[src/rtl/mips_mem_pkg.sv]
// Shared types and defaults for the data-memory access controller.
package mips_mem_pkg;

  localparam int unsigned DW              = 32;
  localparam int unsigned CNT_W           = 4;
  localparam int unsigned DEF_WAIT_STATES = 2;
  localparam int unsigned DEF_MAX_STREAK  = 4;

  typedef enum logic [1:0] {
    IDLE   = 2'd0,
    ACCESS = 2'd1,
    RESP   = 2'd2
  } state_t;

  typedef enum logic {
    GNT_DATA  = 1'b0,
    GNT_FETCH = 1'b1
  } gnt_t;

  // Request attributes latched at grant time and held for the whole access.
  typedef struct packed {
    gnt_t            gnt;
    logic            we;
    logic [DW-1:0]   wdata;
  } req_t;

endpackage

[src/rtl/dmem_access_ctrl_if.sv]
// Requester (data + fetch) and memory-side signals of the access controller.
interface dmem_access_ctrl_if
  import mips_mem_pkg::*;
#(
  parameter int unsigned AW = 32
);

  logic          d_req;
  logic          d_we;
  logic [AW-1:0] d_addr;
  logic [DW-1:0] d_wdata;
  logic [DW-1:0] d_rdata;
  logic          d_ready;

  logic          i_req;
  logic [AW-1:0] i_addr;
  logic [DW-1:0] i_rdata;
  logic          i_ready;

  logic          m_en;
  logic          m_we;
  logic [AW-1:0] m_addr;
  logic [DW-1:0] m_wdata;
  logic [DW-1:0] m_rdata;

  // Controller side.
  modport slave (
    input  d_req, d_we, d_addr, d_wdata, i_req, i_addr, m_rdata,
    output d_rdata, d_ready, i_rdata, i_ready, m_en, m_we, m_addr, m_wdata
  );

  // Pipeline + memory model side.
  modport master (
    output d_req, d_we, d_addr, d_wdata, i_req, i_addr, m_rdata,
    input  d_rdata, d_ready, i_rdata, i_ready, m_en, m_we, m_addr, m_wdata
  );

endinterface

[src/rtl/mem_port_arbiter.sv]
// Fixed-priority data-over-fetch arbiter with a streak guard against fetch starvation.
module mem_port_arbiter
  import mips_mem_pkg::*;
#(
  parameter int unsigned MAX_STREAK = DEF_MAX_STREAK
) (
  input  logic clk,
  input  logic reset_n,
  input  logic d_req,
  input  logic i_req,
  input  logic grant_en,
  output gnt_t gnt_c
);

  localparam logic [CNT_W-1:0] STREAK_MAX = CNT_W'(MAX_STREAK);

  logic [CNT_W-1:0] streak_q;

  // Fetch wins when alone, or when data has used up its streak allowance.
  always_comb begin
    gnt_c = GNT_DATA;
    if (i_req && !d_req) begin
      gnt_c = GNT_FETCH;
    end else if (i_req && d_req && (streak_q == STREAK_MAX)) begin
      gnt_c = GNT_FETCH;
    end
  end

  // Counts data grants that made a pending fetch wait.
  always_ff @(posedge clk or negedge reset_n) begin
    if (!reset_n) begin
      streak_q <= '0;
    end else if (grant_en) begin
      if ((gnt_c == GNT_DATA) && i_req) begin
        if (streak_q < STREAK_MAX) begin
          streak_q <= streak_q + CNT_W'(1);
        end
      end else begin
        streak_q <= '0;
      end
    end
  end

endmodule

[src/rtl/dmem_access_ctrl.sv]
// Shares a single-port multi-cycle data memory between the MEM-stage and fetch ports.
module dmem_access_ctrl
  import mips_mem_pkg::*;
#(
  parameter int unsigned AW          = 32,
  parameter int unsigned WAIT_STATES = DEF_WAIT_STATES,
  parameter int unsigned MAX_STREAK  = DEF_MAX_STREAK
) (
  input  logic               clk,
  input  logic               reset_n,
  dmem_access_ctrl_if.slave  bus,
  output logic               busy
);

  state_t           state_q;
  state_t           state_nxt;
  logic [CNT_W-1:0] cnt_q;
  req_t             req_q;
  logic [AW-1:0]    addr_q;

  gnt_t             gnt_c;
  logic             start_c;
  logic             last_c;
  logic             d_cap_c;
  logic             i_cap_c;

  req_t             sel_req;
  logic [AW-1:0]    sel_addr;
  logic             m_en_nxt;
  logic             m_we_nxt;
  logic [AW-1:0]    m_addr_nxt;
  logic [DW-1:0]    m_wdata_nxt;
  logic             d_ready_nxt;
  logic             i_ready_nxt;
  logic             busy_nxt;

  assign start_c = (state_q == IDLE) && (bus.d_req || bus.i_req);
  assign last_c  = (state_q == ACCESS) && (cnt_q == '0);
  assign d_cap_c = last_c && (req_q.gnt == GNT_DATA) && !req_q.we;
  assign i_cap_c = last_c && (req_q.gnt == GNT_FETCH);

  mem_port_arbiter #(
    .MAX_STREAK (MAX_STREAK)
  ) u_arb (
    .clk      (clk),
    .reset_n  (reset_n),
    .d_req    (bus.d_req),
    .i_req    (bus.i_req),
    .grant_en (start_c),
    .gnt_c    (gnt_c)
  );

  // State register.
  always_ff @(posedge clk or negedge reset_n) begin
    if (!reset_n) begin
      state_q <= IDLE;
    end else begin
      state_q <= state_nxt;
    end
  end

  // Next-state logic.
  always_comb begin
    state_nxt = state_q;
    case (state_q)
      IDLE:    if (start_c) state_nxt = ACCESS;
      ACCESS:  if (cnt_q == '0) state_nxt = RESP;
      RESP:    state_nxt = IDLE;
      default: state_nxt = IDLE;
    endcase
  end

  // Output logic: next values for the registered outputs, keyed on the next state.
  always_comb begin
    sel_req  = req_q;
    sel_addr = addr_q;
    if (state_q == IDLE) begin
      sel_req.gnt   = gnt_c;
      sel_req.we    = (gnt_c == GNT_DATA) ? bus.d_we : 1'b0;
      sel_req.wdata = bus.d_wdata;
      sel_addr      = (gnt_c == GNT_DATA) ? bus.d_addr : bus.i_addr;
    end

    m_en_nxt    = (state_nxt == ACCESS);
    m_we_nxt    = m_en_nxt && (sel_req.gnt == GNT_DATA) && sel_req.we;
    m_addr_nxt  = m_en_nxt ? sel_addr : '0;
    m_wdata_nxt = m_en_nxt ? sel_req.wdata : '0;
    d_ready_nxt = (state_nxt == RESP) && (req_q.gnt == GNT_DATA);
    i_ready_nxt = (state_nxt == RESP) && (req_q.gnt == GNT_FETCH);
    busy_nxt    = (state_nxt != IDLE);
  end

  // Wait counter and latched request.
  always_ff @(posedge clk or negedge reset_n) begin
    if (!reset_n) begin
      cnt_q  <= '0;
      req_q  <= '0;
      addr_q <= '0;
    end else if (start_c) begin
      cnt_q  <= CNT_W'(WAIT_STATES);
      req_q  <= sel_req;
      addr_q <= sel_addr;
    end else if ((state_q == ACCESS) && (cnt_q != '0)) begin
      cnt_q  <= cnt_q - CNT_W'(1);
    end
  end

  // Registered outputs and read-data capture.
  always_ff @(posedge clk or negedge reset_n) begin
    if (!reset_n) begin
      bus.m_en    <= 1'b0;
      bus.m_we    <= 1'b0;
      bus.m_addr  <= '0;
      bus.m_wdata <= '0;
      bus.d_ready <= 1'b0;
      bus.i_ready <= 1'b0;
      bus.d_rdata <= '0;
      bus.i_rdata <= '0;
      busy        <= 1'b0;
    end else begin
      bus.m_en    <= m_en_nxt;
      bus.m_we    <= m_we_nxt;
      bus.m_addr  <= m_addr_nxt;
      bus.m_wdata <= m_wdata_nxt;
      bus.d_ready <= d_ready_nxt;
      bus.i_ready <= i_ready_nxt;
      busy        <= busy_nxt;
      if (d_cap_c) bus.d_rdata <= bus.m_rdata;
      if (i_cap_c) bus.i_rdata <= bus.m_rdata;
    end
  end

endmodule

[src/flat_wrapper.sv]
// flat-port wrapper written by rule: the top's interface ports become plain ports
module dmem_access_ctrl_flat import mips_mem_pkg::*;
#(
  parameter int unsigned AW          = 32,
  parameter int unsigned WAIT_STATES = DEF_WAIT_STATES,
  parameter int unsigned MAX_STREAK  = DEF_MAX_STREAK
)
  (clk, reset_n, busy, bus_d_req, bus_d_we, bus_d_addr, bus_d_wdata, bus_i_req, bus_i_addr, bus_m_rdata, bus_d_rdata, bus_d_ready, bus_i_rdata, bus_i_ready, bus_m_en, bus_m_we, bus_m_addr, bus_m_wdata);
  dmem_access_ctrl_if #(.AW(AW)) bus_i ();
  input  logic clk;
  input  logic reset_n;
  output logic busy;
  input wire logic [$bits(bus_i.d_req)-1:0] bus_d_req;
  input wire logic [$bits(bus_i.d_we)-1:0] bus_d_we;
  input wire logic [$bits(bus_i.d_addr)-1:0] bus_d_addr;
  input wire logic [$bits(bus_i.d_wdata)-1:0] bus_d_wdata;
  input wire logic [$bits(bus_i.i_req)-1:0] bus_i_req;
  input wire logic [$bits(bus_i.i_addr)-1:0] bus_i_addr;
  input wire logic [$bits(bus_i.m_rdata)-1:0] bus_m_rdata;
  output wire logic [$bits(bus_i.d_rdata)-1:0] bus_d_rdata;
  output wire logic [$bits(bus_i.d_ready)-1:0] bus_d_ready;
  output wire logic [$bits(bus_i.i_rdata)-1:0] bus_i_rdata;
  output wire logic [$bits(bus_i.i_ready)-1:0] bus_i_ready;
  output wire logic [$bits(bus_i.m_en)-1:0] bus_m_en;
  output wire logic [$bits(bus_i.m_we)-1:0] bus_m_we;
  output wire logic [$bits(bus_i.m_addr)-1:0] bus_m_addr;
  output wire logic [$bits(bus_i.m_wdata)-1:0] bus_m_wdata;
  assign bus_i.d_req = bus_d_req;
  assign bus_i.d_we = bus_d_we;
  assign bus_i.d_addr = bus_d_addr;
  assign bus_i.d_wdata = bus_d_wdata;
  assign bus_i.i_req = bus_i_req;
  assign bus_i.i_addr = bus_i_addr;
  assign bus_i.m_rdata = bus_m_rdata;
  assign bus_d_rdata = bus_i.d_rdata;
  assign bus_d_ready = bus_i.d_ready;
  assign bus_i_rdata = bus_i.i_rdata;
  assign bus_i_ready = bus_i.i_ready;
  assign bus_m_en = bus_i.m_en;
  assign bus_m_we = bus_i.m_we;
  assign bus_m_addr = bus_i.m_addr;
  assign bus_m_wdata = bus_i.m_wdata;
  dmem_access_ctrl #(.AW(AW), .WAIT_STATES(WAIT_STATES), .MAX_STREAK(MAX_STREAK)) u_core (.clk(clk), .reset_n(reset_n), .bus(bus_i), .busy(busy));
endmodule
[config.mk]
export PLATFORM = sky130hd
export DESIGN_NAME = dmem_access_ctrl_flat
export DESIGN_NICKNAME = d
export VERILOG_FILES = /design/src/rtl/mips_mem_pkg.sv /design/src/rtl/dmem_access_ctrl_if.sv /design/src/rtl/mem_port_arbiter.sv /design/src/rtl/dmem_access_ctrl.sv /design/src/flat_wrapper.sv
export SDC_FILE = /design/constraint.sdc
export NUM_CORES = 1
export LEC_CHECK = 0
export ABC_AREA = 1
export CAP_MARGIN = 10
export CORE_UTILIZATION = 41
export CTS_CLUSTER_DIAMETER = 40
export DETAILED_ROUTE_END_ITERATION = 8
export GPL_ROUTABILITY_DRIVEN = 0
export PLACE_DENSITY = 0.8
export RECOVER_POWER = 50
export SLEW_MARGIN = 10
export SYNTH_ARGS = -nofsm -noshare
export SYNTH_HDL_FRONTEND = slang
export SYNTH_SLANG_ARGS = --single-unit
export TNS_END_PERCENT = 10
[constraint.sdc]
create_clock -name clk -period 4.44 [get_ports clk]
set_clock_uncertainty 0.2 [all_clocks]
set_input_delay 0.444 -clock clk [delete_from_list [all_inputs] [get_ports clk]]
set_output_delay 0.444 -clock clk [all_outputs]
set_load 0.02 [all_outputs]
# Yosys cells after proc, flatten, opt, wreduce, memory -nomap -nowiden

Cells that the tools add are included.

Flip-flop bits (word level): 209
Input bits: 133
Output and inout port bits: 133
Word-level logic and storage cells: 65

Add/sub/neg operators: 2
$lt $le $gt $ge: 1
Eq/ne operators: 5
Mux-type cells: 15
Bitwise gates (word level): 3
Reduce and logical (&&, ||, !) cells: 23

Operators by type and width:

| cell                                                                    | count |
|---|---|
| 32-bit 2-to-1 mux                                                       | 4 |
| 34-bit 2-to-1 mux                                                       | 1 |
| 4-bit 2-to-1 mux                                                        | 4 |
| 1-bit logical AND                                                       | 14 |
| 4-bit by 1-bit adder with 4-bit output, second input constant           | 1 |
| 2-bit by 1-bit == test with 1-bit output, second input constant         | 2 |
| 4-bit by 3-bit == test with 1-bit output, second input constant         | 1 |
| 4-bit zero test                                                         | 1 |
| 4-bit by 3-bit < comparator with 1-bit output, second input constant    | 1 |
| 2-bit 2-to-1 mux                                                        | 2 |
| 2-bit case mux with 2 select lines                                      | 1 |
| 2-bit nonzero test                                                      | 2 |
| 4-bit nonzero test                                                      | 1 |
| 4-bit by 1-bit subtractor with 4-bit output, second input constant      | 1 |
| 1-bit 2-to-1 mux                                                        | 3 |
| 1-bit inverter                                                          | 3 |
| 2-bit == test, second input constant                                    | 1 |
| 1-bit zero test                                                         | 2 |
| 2-bit zero test                                                         | 1 |
| 2-bit by 1-bit inequality test with 1-bit output, second input constant | 1 |
| 2-bit AND reduction                                                     | 1 |
| 1-bit logical OR                                                        | 1 |

# Depth between registers and ports, before layout

Depth in word-level cells: 9
Gate-level depth with buffers: 9
Depth with buffers taken out: 9

# By module

Synthesis repeated with hierarchy kept, for this count alone.

Cell total of the unflattened synthesis: 1028
Area total of the unflattened synthesis: 8780.9 µm²

By module, submodules not included:

| module           | instances | cells an instance | area each (µm²) | seq. area each (µm²) |
|---|---|---|---|---|
| dmem_access_ctrl | 1         | 997               | 8534.4          | 5129.9 |
| mem_port_arbiter | 1         | 31                | 246.5           | 100.1 |

# Least setup slack after synthesis

Ideal clock, no wire load.

Path type: register to register
From: reg u_core.u_arb.streak_q[0]
To: reg u_core.addr_q[28]
Setup time: 0.135 ns
Arrival: 1.326 ns
Data required time: 4.105 ns
Slack: 2.779 ns
Stages on the path, launching flop included: 9
Buffers on the path: 1
Period minus slack after synthesis: 1.661 ns
Cells stage by stage: dfrtp_1 -> inv_1 -> ha_1 -> nand3_1 -> nand2_1 -> clkbuf_1 -> nand3_1 -> nand3_1 -> o21ai_0

Longest elaborated chain between the ends: 6

RTL lines:

| what                                     | RTL line                | text |
|---|---|---|
| from (decl)                              | mem_port_arbiter.sv:17  | `logic [CNT_W-1:0] streak_q;` |
| from (signal assigned)                   | mem_port_arbiter.sv:36  | `streak_q <= streak_q + CNT_W'(1);` |
| 4-bit by 3-bit == test with 1-bit output | mem_port_arbiter.sv:24  | `end else if (i_req && d_req && (streak_q == STREAK_MAX)) begin` |
| 1-bit logical AND                        | mem_port_arbiter.sv:24  |  |
| 1-bit 2-to-1 mux                         | mem_port_arbiter.sv:24  |  |
| 1-bit 2-to-1 mux                         | mem_port_arbiter.sv:22  | `if (i_req && !d_req) begin` |
| 32-bit 2-to-1 mux                        | dmem_access_ctrl.sv:81  | `sel_addr = (gnt_c == GNT_DATA) ? bus.d_addr : bus.i_addr;` |
| 32-bit 2-to-1 mux                        | dmem_access_ctrl.sv:77  | `if (state_q == IDLE) begin` |
| to (signal assigned)                     | dmem_access_ctrl.sv:102 | `addr_q <= sel_addr;` |
| to (decl)                                | dmem_access_ctrl.sv:19  | `logic [AW-1:0] addr_q;` |

Every way passes these cells.
A chain may end at the register's enable or synchronous reset.

# Final worst setup path

From: reg u_core.cnt_q[0]
To: reg u_core.bus.i_rdata[0]

Longest elaborated chain between the ends: 3

RTL lines:

| what                   | RTL line                  | text |
|---|---|---|
| from (decl)            | dmem_access_ctrl.sv:17    | `logic [CNT_W-1:0] cnt_q;` |
| from (signal assigned) | dmem_access_ctrl.sv:100   | `cnt_q <= CNT_W'(WAIT_STATES);` |
| from (signal assigned) | dmem_access_ctrl.sv:104   | `cnt_q <= cnt_q - CNT_W'(1);` |
| 4-bit zero test        | dmem_access_ctrl.sv:38    | `assign last_c = (state_q == ACCESS) && (cnt_q == '0);` |
| 1-bit logical AND      | dmem_access_ctrl.sv:38    |  |
| 1-bit logical AND      | dmem_access_ctrl.sv:40    | `assign i_cap_c = last_c && (req_q.gnt == GNT_FETCH);` |
| to (signal assigned)   | dmem_access_ctrl.sv:129   | `if (i_cap_c) bus.i_rdata <= bus.m_rdata;` |
| to (decl)              | dmem_access_ctrl_if.sv:29 | `output d_rdata, d_ready, i_rdata, i_ready, m_en, m_we, m_addr, m_wdata` |

Every way passes these cells.

==> results.md <==
- The run finished, with violations left.
- The final reports fail on capacitance limit, slew limit.
- The share of total power dissipated in the clock network is 0.249.
- The first-pass GRT wire length is 34,100 um.
- For this run, the register share of the synthesized area comes to 0.615.
- The internal portion of the total power is 5.66 mW.
- Total power for the finished layout comes to 9.16 mW.
- The finished cells cover 12,300 sq um.
- In this run, CTS created clock tree buffers numbering 28.
- The synthesized netlist contains 24 unique library cells.
- The repair_antennas step left the layout with diodes totalling 0.
- Entering global routing, the biggest net connects 135 pins.
- The worst hold margin is 0.281 ns.
- Timing would allow up to 334 MHz.
- Dividing total power by cell area gives a power density of 747 nW/um^2.
- The total area inside the core boundary comes to 20,300 sq um.
- The final number of hold-violating endpoints is 0.
- The synthesized flop and latch total is 209.
- The kind of critical path is flop to flop.
- The die footprint is 21,300 sq um.
- For hold timing, the worst endpoint is u_core.req_q[0]$_DFFE_PN0P_.
- The maximum fanout count along the critical path is 65.
- The clock insertion delay at the later pin of the skew report is 0.51 ns.
- The clock input transition at the sequential cells of the worst setup and hold paths is 0.06 ns.
- After detailed placement, the design holds a cell count of 1,395.
- Traced cell by cell, the critical path runs through inv_1 > ha_1 > nand2_1 > nor2_1 > nand2_1 > o21ai_1.
- In this run the cell area of the synthesized design comes to 8500 sq um.
- The endpoint type of the worst setup path is a flop.
- For this run the aggregate overflow at the end of global routing stands at 0.
- TritonCTS built the clock tree.
- 266 I/O pins were placed.
- Synthesis produced a netlist whose cell count is 908.
- In the routed design, unresolved DRC markers number 0.
- The routed layout has 6,997 vias.
- For this run, the number of Yosys warnings is 0.
- At the end of the flow, the number of nets in the layout was 1,293.
- Prior to clock tree synthesis, the placed netlist has a worst setup slack of 1.54 ns.
- The analysis attributes to net switching a power of 3.50 mW.
- The pin slew with the least headroom to its limit is 2.09 ns.
- The class of the worst hold path is flop to flop.
- The half-perimeter wire length after placement is 13,700 um.
- The worst register-to-register path begins at u_core.cnt_q[0]$_DFFE_PN0P_.
- The setup slack of the worst register-to-register path is 1.45 ns.
- Measured on the finished design, the core utilization comes to 0.604.
- The most numerous cell on the critical path is nand2_1.
- The TritonCTS sink count is 209.
- Measured along the x axis, the die boundary spans 146 um.
- Once placement finished, the instance area stood at 11,300 sq um.
- The worst hold path was traced through 2 stages.
- The worst-case clock buffer depth is 3.
- CTS built an H-tree with a depth of 1.
- STA classifies the critical path startpoint as a flop.
- The minimum clock period after layout is 2.99 ns.
- The cell chosen for the clock root is clkbuf_16.
- The count of cells in the finished layout, fillers not included, comes to 1,447.
- The count of final setup violators is 0.
- The worst-case IR drop observed on VDD is 0.339 mV.
- The number of instances resized during post-cts repair is 0.
- For the worst flop-to-flop path, the logic depth is 6.
- The mean post-synth cell area is 9.36 sq um.
- The number of pins with negative max-slew slack in the final report is 137.
- Headroom to the max-slew limit came out at -0.400.
- The first-pass detailed-route iteration total is 5.
- The cell type of the slowest stage on the worst timing path is nand2_1.
- The initial antenna violation count was 0.
- In this run the critical register-to-register path is captured at u_core.bus.i_rdata[0]$_DFFE_PN0P_.
- The number of global-route vias before repair is 6,852.
- The number of buffers and inverters on the critical path is 1.
- Of the cells placed in the final design, the portion with a size suffix greater than 1 is 0.0552.
- In this run the most critical hold path is launched from u_core.req_q[0]$_DFFE_PN0P_.
- The overall global routing resource usage is 0.197.
- The part of the total power dissipated in sequential elements is 0.337.
- In this run the core area contains 52 standard-cell rows.
- The summed negative setup slack over all endpoints is 0 ns.
- Data on the critical path is required at its endpoint by 4.63 ns.
- After detailed routing, the number of vias per cell comes to 4.84.
- After layout, the worst setup slack is 1.45 ns.
- The count of maximum capacitance violations is 2.
- The initial utilization of the core area, before any placement, comes to 0.419.
- In this run the vertical extent of the chip is 146 um.
- The switching portion of total power is 0.383.
- Data arrives at the worst endpoint at 3.18 ns.
- Relative to the synthesized area, the layout overhead comes to 44.1%.
- The post-route antenna net violation count is 0.
- On the worst path, the slowest cell contributes a delay of 1.17 ns.
- The share of power burned in combinational logic is 0.414.
- Summed over all cells, the static leakage comes to 5.97 nW.
- Setup repair after global routing left no endpoint under its margin.
- After detailed routing, the average wire length per cell comes to 14.4 um.
- After the first detailed-routing iteration, the DRC count stood at 290.
- The routed design has 20,800 um of wire.
- The number of I/O port buffers is 265.
- In the finished design, the share of the clock period the worst path needs comes to 0.674.
- The cell family contributing the most delay on the critical path is simple AND/OR/NAND/NOR gates.
- The post-synthesis net count is 1,045.
- Fill cells in the final layout number 1,679.
==> cell usage in the layout, fill, tap and decap left out, types with 29 or more instances in the layout <==
master	n
dfrtp_1	209
nand2_1	203
clkdlybuf4s50_1	202
inv_1	110
o21ai_0	71
nand3_1	70
o21ai_1	64
dlygate4sd3_1	63
nor2_1	41
a21oi_1	34
mux2i_1	32
clkbuf_16	29
==> synth_stat cells <==
library cell	number	area, sq um
dfrtp_1	209	5230
inv_2	3	11.3
o211ai_1	2	15.0
nor3_2	1	10.0
nor2_1	41	154
o21ai_0	71	355
buf_1	2	7.51
mux2i_1	32	320
buf_4	7	52.6
inv_1	110	413
ha_1	4	50.1
nand2_2	4	25.0
nand2_1	203	762
nor2_2	1	6.26
o21ai_4	1	16.3
nand3_1	70	350
xor2_1	1	8.76
o21ai_1	64	320
a21oi_1	34	170
nor2_4	1	11.3
buf_2	26	130
a31oi_1	1	6.26
nand4_1	1	6.26
clkbuf_1	19	71.3
==> sequential cells by signal, summed over array words and instances (netlist names) <==
name                   flops
u_core.bus.d_ready         1
u_core.bus.m_we            1
u_core.bus.d_rdata        32
u_core.u_arb.streak_q      4
u_core.bus.m_wdata        32
u_core.bus.m_addr         32
u_core.busy                1
u_core.bus.m_en            1
u_core.bus.i_rdata        32
u_core.cnt_q               4
u_core.req_q              34
u_core.state_q             2
u_core.addr_q             32
u_core.bus.i_ready         1
==> cells by family (layout without fill, tap and decap cells) <==
family / count (synthesis) / count (layout) / synth area share
AO/OA/AOI/OAI: 173 / 173 / 0.104
XOR/XNOR: 1 / 1 / 0.00103
adder cells (fa/ha/maj): 4 / 4 / 0.00589
buffers and inverters: 167 / 436 / 0.0806
flip-flops: 209 / 209 / 0.615
multiplexers: 32 / 32 / 0.0377
AND/OR/NAND/NOR: 322 / 322 / 0.156
==> worst max path at each step <==
stage,start,to,cells after the start
6_report,u_core.cnt_q[0]$_DFFE_PN0P_,u_core.bus.i_rdata[0]$_DFFE_PN0P_,6
5_1_grt,reset_n,u_core.req_q[20]$_DFFE_PN0P_,3
4_1_cts,u_core.state_q[1]$_DFF_PN0_,u_core.u_arb.streak_q[1]$_DFFE_PN0P_,6
3_5_place_dp,bus_i_req,u_core.cnt_q[2]$_DFFE_PN0P_,6
3_3_place_gp,bus_i_req,u_core.cnt_q[3]$_DFFE_PN0P_,6
2_1_floorplan,u_core.u_arb.streak_q[0]$_DFFE_PN0P_,u_core.addr_q[28]$_DFFE_PN0P_,8
==> power by group through the flow <==
stage          Sequential, mW  Combinational, mW  Clock [mW]
4_1_cts                  3.10               3.92        2.33
3_3_place_gp             3.10               3.79           0
5_1_grt                  3.18               4.16        2.43
6_report                 3.09               3.79        2.28
3_5_place_dp             3.12               3.91           0
2_1_floorplan            3.68               1.72           0
==> per-layer routing <==
layer,GRT usage,up-vias,wire length [um]
met1,0.270,3309,9080
met2,0.325,270,9860
li1,-,3390,-
met4,0.0448,0,372
met3,0.0372,28,1470
met5,0,-,0
==> worst register-to-register path, delay by kind of cell, from the launching register on <==
| kind | cells | cell delay [ns] |
|---|---|---|
| flip-flops | 1 | 0.36 |
| adder cells (fa/ha/maj) | 1 | 0.16 |
| buffers and inverters | 1 | 0.13 |
| AND/OR/NAND/NOR | 3 | 1.43 |
| AO/OA/AOI/OAI | 1 | 0.58 |
==> repair_timing <==
item | 4_1_cts | 5_1_grt
buffers inserted | 0 | 0
endpoints found under the hold margin | 121 | 0
hold buffers | 1 | 0
==> cell type report <==
cell class	count	area, sq um	area share
flip-flops and latches	209	5230	0.427
repair buffers	272	2710	0.221
multi-input cells	532	2580	0.211
clock buffers	33	761	0.0621
inverters	113	424	0.0346
well taps	270	338	0.0276
clock inverters	18	216	0.0177
Note: power is estimated with default switching activity, not from simulation.
==> variant 1 (same flow settings) <==
Encoding of `state_t`: now one-hot (3 bits for 3 states).
--- a/src/rtl/mips_mem_pkg.sv
+++ b/src/rtl/mips_mem_pkg.sv
@@ -8,6 +8,6 @@
 
-  typedef enum logic [1:0] {
-    IDLE   = 2'd0,
-    ACCESS = 2'd1,
-    RESP   = 2'd2
+  typedef enum logic [2:0] {
+    IDLE   = 3'b001,
+    ACCESS = 3'b010,
+    RESP   = 3'b100
   } state_t;
Check against the original RTL: no difference found for any inputs over 4 cycles, from zero or initial values and one cycle with reset_n low; so few cycles prove little.
==> variant 1 against the unedited design <==
  * Core utilization fell by 2.0 points
  * The run still ends with capacitance limit, slew limit left
  * Worst setup slack lost 0.22 ns
  * Die area grew 6.9%
  * Critical path depth is 3 lower
  * Largest cell class unchanged
  * Wire length is 9.6% higher
  * Power down 0.16%
  * Area after synthesis is 7.0% higher
  * Final area is 3.9% higher
  * Global-route usage is essentially flat
  * Maximum frequency fell by 6.9%
  * Critical endpoint is now u_core.bus.m_addr[16]
  * Sequential cell count grew 1
  * Via count up 6.7%
==> variant 1: results (changes against the unedited design) <==
{| class="wikitable"
! Metric !! Value
|-
| Run status || finished, violations left
|-
| Violations in the final reports || capacitance limit, slew limit
|-
| Insertion delay to the later sink of the worst-skew pair || 0.54 ns (+0.03 ns)
|-
| DP Area || 11800 µm² (+4.0%)
|-
| Worst vdd ir || 0.000274 V (-19%)
|-
| RR Startpoint || u_core.state_q[0]
|-
| Vias in the first global route || 7088 (+3.4%)
|-
| Final max-slew violation count || 111 (-19%)
|-
| First-pass GRT wire length || 35600 µm (+4.3%)
|-
| Signal arrival time at the worst endpoint || 3.68 ns (+0.50 ns)
|-
| Number of inserted filler cells in the final layout || 1847 (+10%)
|-
| Synth top cells by count || dfrtp_1 (209), nand2_1 (208), inv_1 (146), o21ai_0 (76), o21ai_1 (43)
|-
| Cell at the slowest stage of the critical path || clkbuf_2
|-
| Number of nets in the layout || 1367 (+5.7%)
|-
| MaxCap Viol Count || 1 (-1)
|-
| Number of antenna violations at the first check in global routing || 0 (unchanged)
|-
| Deepest clock path buffer count || 3 (unchanged)
|-
| Total detailed-routing wirelength || 22800 µm (+9.6%)
|-
| Maximum cell stage delay along the critical path || 1.91 ns (+0.74 ns)
|-
| Leading cell types by total area after synthesis || dfrtp_1 (57%), nand2_1 (8.6%), inv_1 (6.0%)
|-
| Yosys warnings || 0 (unchanged)
|-
| Port Buffer Count || 265 (unchanged)
|-
| Number of vias after detailed routing || 7465 (+6.7%)
|-
| Pin count of the biggest net entering global routing || 112 (-17%)
|-
| Count of H-tree levels built during CTS || 1 (unchanged)
|-
| Share of layout cells above drive strength 1 || 0.0973 (+0.0421)
|-
| Hold buffer count at cts || 1 (unchanged)
|-
| HPWL after detailed placement || 14800 µm (+7.9%)
|-
| Post-CTS Resized || 0 (unchanged)
|-
| Crit path launch || reset_n
|-
| Initial DRC count || 263 (-9.3%)
|-
| Synth cell types || 32 (+33%)
|-
| Static Leak || 0.00631 µW (+5.7%)
|-
| Total GRT Usage || 0.197 (+0.000476)
|-
| Buffer cell driving the clock tree root || clkbuf_16
|-
| Syn Nets || 1124 (+7.6%)
|-
| Worst slew margin relative to its limit || -0.882 (-0.482)
|-
| Num CTS Buffers || 30 (+7.1%)
|-
| Antenna Diode Count || 0 (unchanged)
|-
| Share of flip-flops with an asynchronous set or reset || 1.00 (unchanged)
|-
| Worst hold path type || input port to register
|-
| Initial DRT Pass Iterations || 5 (unchanged)
|-
| Part of the Yosys area used for sequential elements || 0.578 (-0.0375)
|-
| Max Fanout on Critical Path || 111 (+71%)
|-
| Register bank with the most flops || u_core.req_q
|-
| Number of setup buffers added after CTS || 0 (unchanged)
|-
| Hold Path Origin || bus_d_wdata[17]
|}
variant 1: cell types whose count changed after synthesis, moves of 5 or more:
cell / change
mux2i_1: -32
a21oi_1: -30
clkbuf_1: -8
nand2_1: +5
buf_6: +16
o21ai_2: +14
or2_2: +31
nand4_1: +30
inv_1: +36
and3_1: +31
o21ai_1: -21
o21ai_0: +5
nand3_1: -30
o211ai_1: +30
variant 1: worst paths after layout:
kind | end | slack [ns] | cells after the start
max | u_core.bus.m_addr[16] | 1.23 | 3
min | u_core.req_q[17] | 0.27 | 3
max reg2reg | u_core.req_q[28] | 1.56 | 6
min reg2reg | u_core.bus.d_rdata[2] | 0.28 | 2
max in group clk | u_core.req_q[28] | 1.56 | 6
min in group asynchronous | u_core.bus.i_rdata[1] | 1.10 | 2
variant 1: cell families (layout without fill, tap and decap cells):
logic type	count (synthesis)	in the layout	share of synthesized area
adder cells (fa/ha/maj)	4	4	0.00550
AO/OA/AOI/OAI	171	171	0.109
buffers and inverters	210	477	0.107
AND/OR/NAND/NOR	392	392	0.201
flip-flops	210	210	0.578
variant 1: routing by layer:
| layer | part of all wire | global-route usage | vias up |
|---|---|---|---|
| li1 | - | - | 3654 |
| met3 | 0.081 | 0.0479 | 40 |
| met1 | 0.42 | 0.247 | 3511 |
| met5 | 0 | 0 | - |
| met2 | 0.48 | 0.332 | 260 |
| met4 | 0.026 | 0.0670 | 0 |
variant 1: area by class of cell:
class / instances / area (µm²) / area share
Clock inverter: 23 / 196 / 0.0154
Inverter: 150 / 568 / 0.0446
Multi-Input combinational cell: 567 / 2860 / 0.225
Clock buffer: 33 / 793 / 0.0623
Tap cell: 280 / 350 / 0.0275
Sequential cell: 210 / 5260 / 0.413
Timing Repair Buffer: 271 / 2710 / 0.213
variant 1: stage by stage:
| stage | power [µW] | worst slack [ns] | std cells | utilization |
|---|---|---|---|---|
| 3_3_place_gp | 6850 | 1.36 | 1477 | 0.539 |
| 3_5_place_dp | 6990 | 1.25 | 1477 | 0.539 |
| 2_1_floorplan | 5470 | 2.78 | 987 | - |
| 4_1_cts | 9330 | 1.52 | 1534 | 0.584 |
| 5_1_grt | 9760 | 0.639 | 1534 | 0.583 |
| 6_report | 9150 | 1.23 | 1534 | 0.583 |
variant 1: worst max-delay path: cells and delay by family:
| family | cells | cell delay, ns |
|---|---|---|
| buffers and inverters | 3 | 3.11 |
variant 1: report_power, final:
part	switching, µW	internal, µW	leakage (µW)	total (µW)
Combinational	2240	1540	0.00336	3780
Sequential	364	2720	0.00245	3080
Clock	877	1410	0.000495	2290
==> variant 2 (config.mk and constraints unchanged) <==
Without the edit above. Set the package constant `DW` to 24 (it was 32).
--- a/src/rtl/mips_mem_pkg.sv
+++ b/src/rtl/mips_mem_pkg.sv
@@ -3,3 +3,3 @@
 
-  localparam int unsigned DW              = 32;
+  localparam int unsigned DW              = 24;
   localparam int unsigned CNT_W           = 4;
Interface: changed (5 resized); port bits go from 266 to 226. The function was not compared with the original's and may differ.
==> variant 2 against the unedited design <==
  * The flow still finishes with violations (capacitance limit, slew limit)
  * Clock power down 35%
  * Hold slack about the same
  * Area after synthesis down 14%
  * Largest cell class unchanged
  * Wire length shrank 15%
  * Highest routed layer unchanged
  * Power decreased by 20%
  * Worst setup slack better by 0.17 ns
  * Final area shrank 16%
  * Count of clock-buffer cells in the layout shrank 15
  * Global-route usage increased by 0.71 points
  * Sequential cell count is 32 lower
  * Largest power group unchanged
  * Sequential share of layout area is 0.30 points higher
==> variant 2: results (changes against the unedited design) <==
{| class="wikitable"
! Metric !! Value
|-
| Run status || finished, violations left
|-
| DP Area || 9700 µm² (-14%)
|-
| Final non-clock buffer share || 0.228 (+0.00727)
|-
| HPWL after detailed placement || 11600 µm (-15%)
|-
| Leading cell types by total area after synthesis || dfrtp_1 (61%), nand2_1 (9.5%), o21ai_0 (5.7%)
|-
| Part of the Yosys area used for sequential elements || 0.605 (-0.0100)
|-
| Worst vdd ir || 0.000375 V (+11%)
|-
| Vias in the first global route || 5857 (-15%)
|-
| Slack of the worst reg-to-reg path || 1.62 ns (+0.17 ns)
|-
| Violations in the final reports || capacitance limit, slew limit
|-
| MaxCap Viol Count || 3 (+1)
|-
| Port Buffer Count || 225 (-15%)
|-
| Number of inserted filler cells in the final layout || 1507 (-10%)
|-
| Complex-gate fraction of the synthesized area || 0.102 (-0.00219)
|-
| Switching share of power || 0.390 (+0.00734)
|-
| Synth cell types || 22 (-8.3%)
|-
| Total GRT Usage || 0.204 (+0.00712)
|-
| Num CTS Buffers || 17 (-39%)
|-
| Initial DRC count || 274 (-5.5%)
|-
| Hold Worst Slack || 0.282 ns (+0.000488 ns)
|-
| Final max-slew violation count || 179 (+31%)
|-
| Syn Nets || 923 (-12%)
|-
| Synth top cells by count || nand2_1 (186), dfrtp_1 (177), inv_1 (105), o21ai_0 (84), nand3_1 (71)
|-
| Period utilisation layout || 0.636 (-0.0385)
|-
| Max Fanout on Critical Path || 48 (-26%)
|-
| Deepest clock path buffer count || 2 (-1)
|}
==> variant 2: power by group through the flow <==
stage / Clock (µW) / Sequential, µW / Combinational, µW
6_report: 1480 / 2580 / 3230
4_1_cts: 1530 / 2580 / 3310
5_1_grt: 1590 / 2640 / 3580
3_5_place_dp: 0 / 2600 / 3300
2_1_floorplan: 0 / 3070 / 1470
3_3_place_gp: 0 / 2580 / 3210
==> variant 2: per-layer routing <==
layer,vias to the layer above,track usage,routed length [µm],share of wire
met1,2843,0.262,7600,0.43
met3,18,0.0501,1410,0.080
li1,2944,-,-,-
met2,229,0.330,8410,0.48
met5,-,0,0,0
met4,0,0.0787,204,0.012
==> variant 2: worst max-delay path, stage by stage, from the launching register on <==
cell      delay (ns)
dfrtp_1         0.32
inv_1           0.08
ha_1            0.20
nand2_1         0.12
nor3_1          0.09
nand2_1         0.06
clkbuf_1        1.25
o21ai_0         0.28
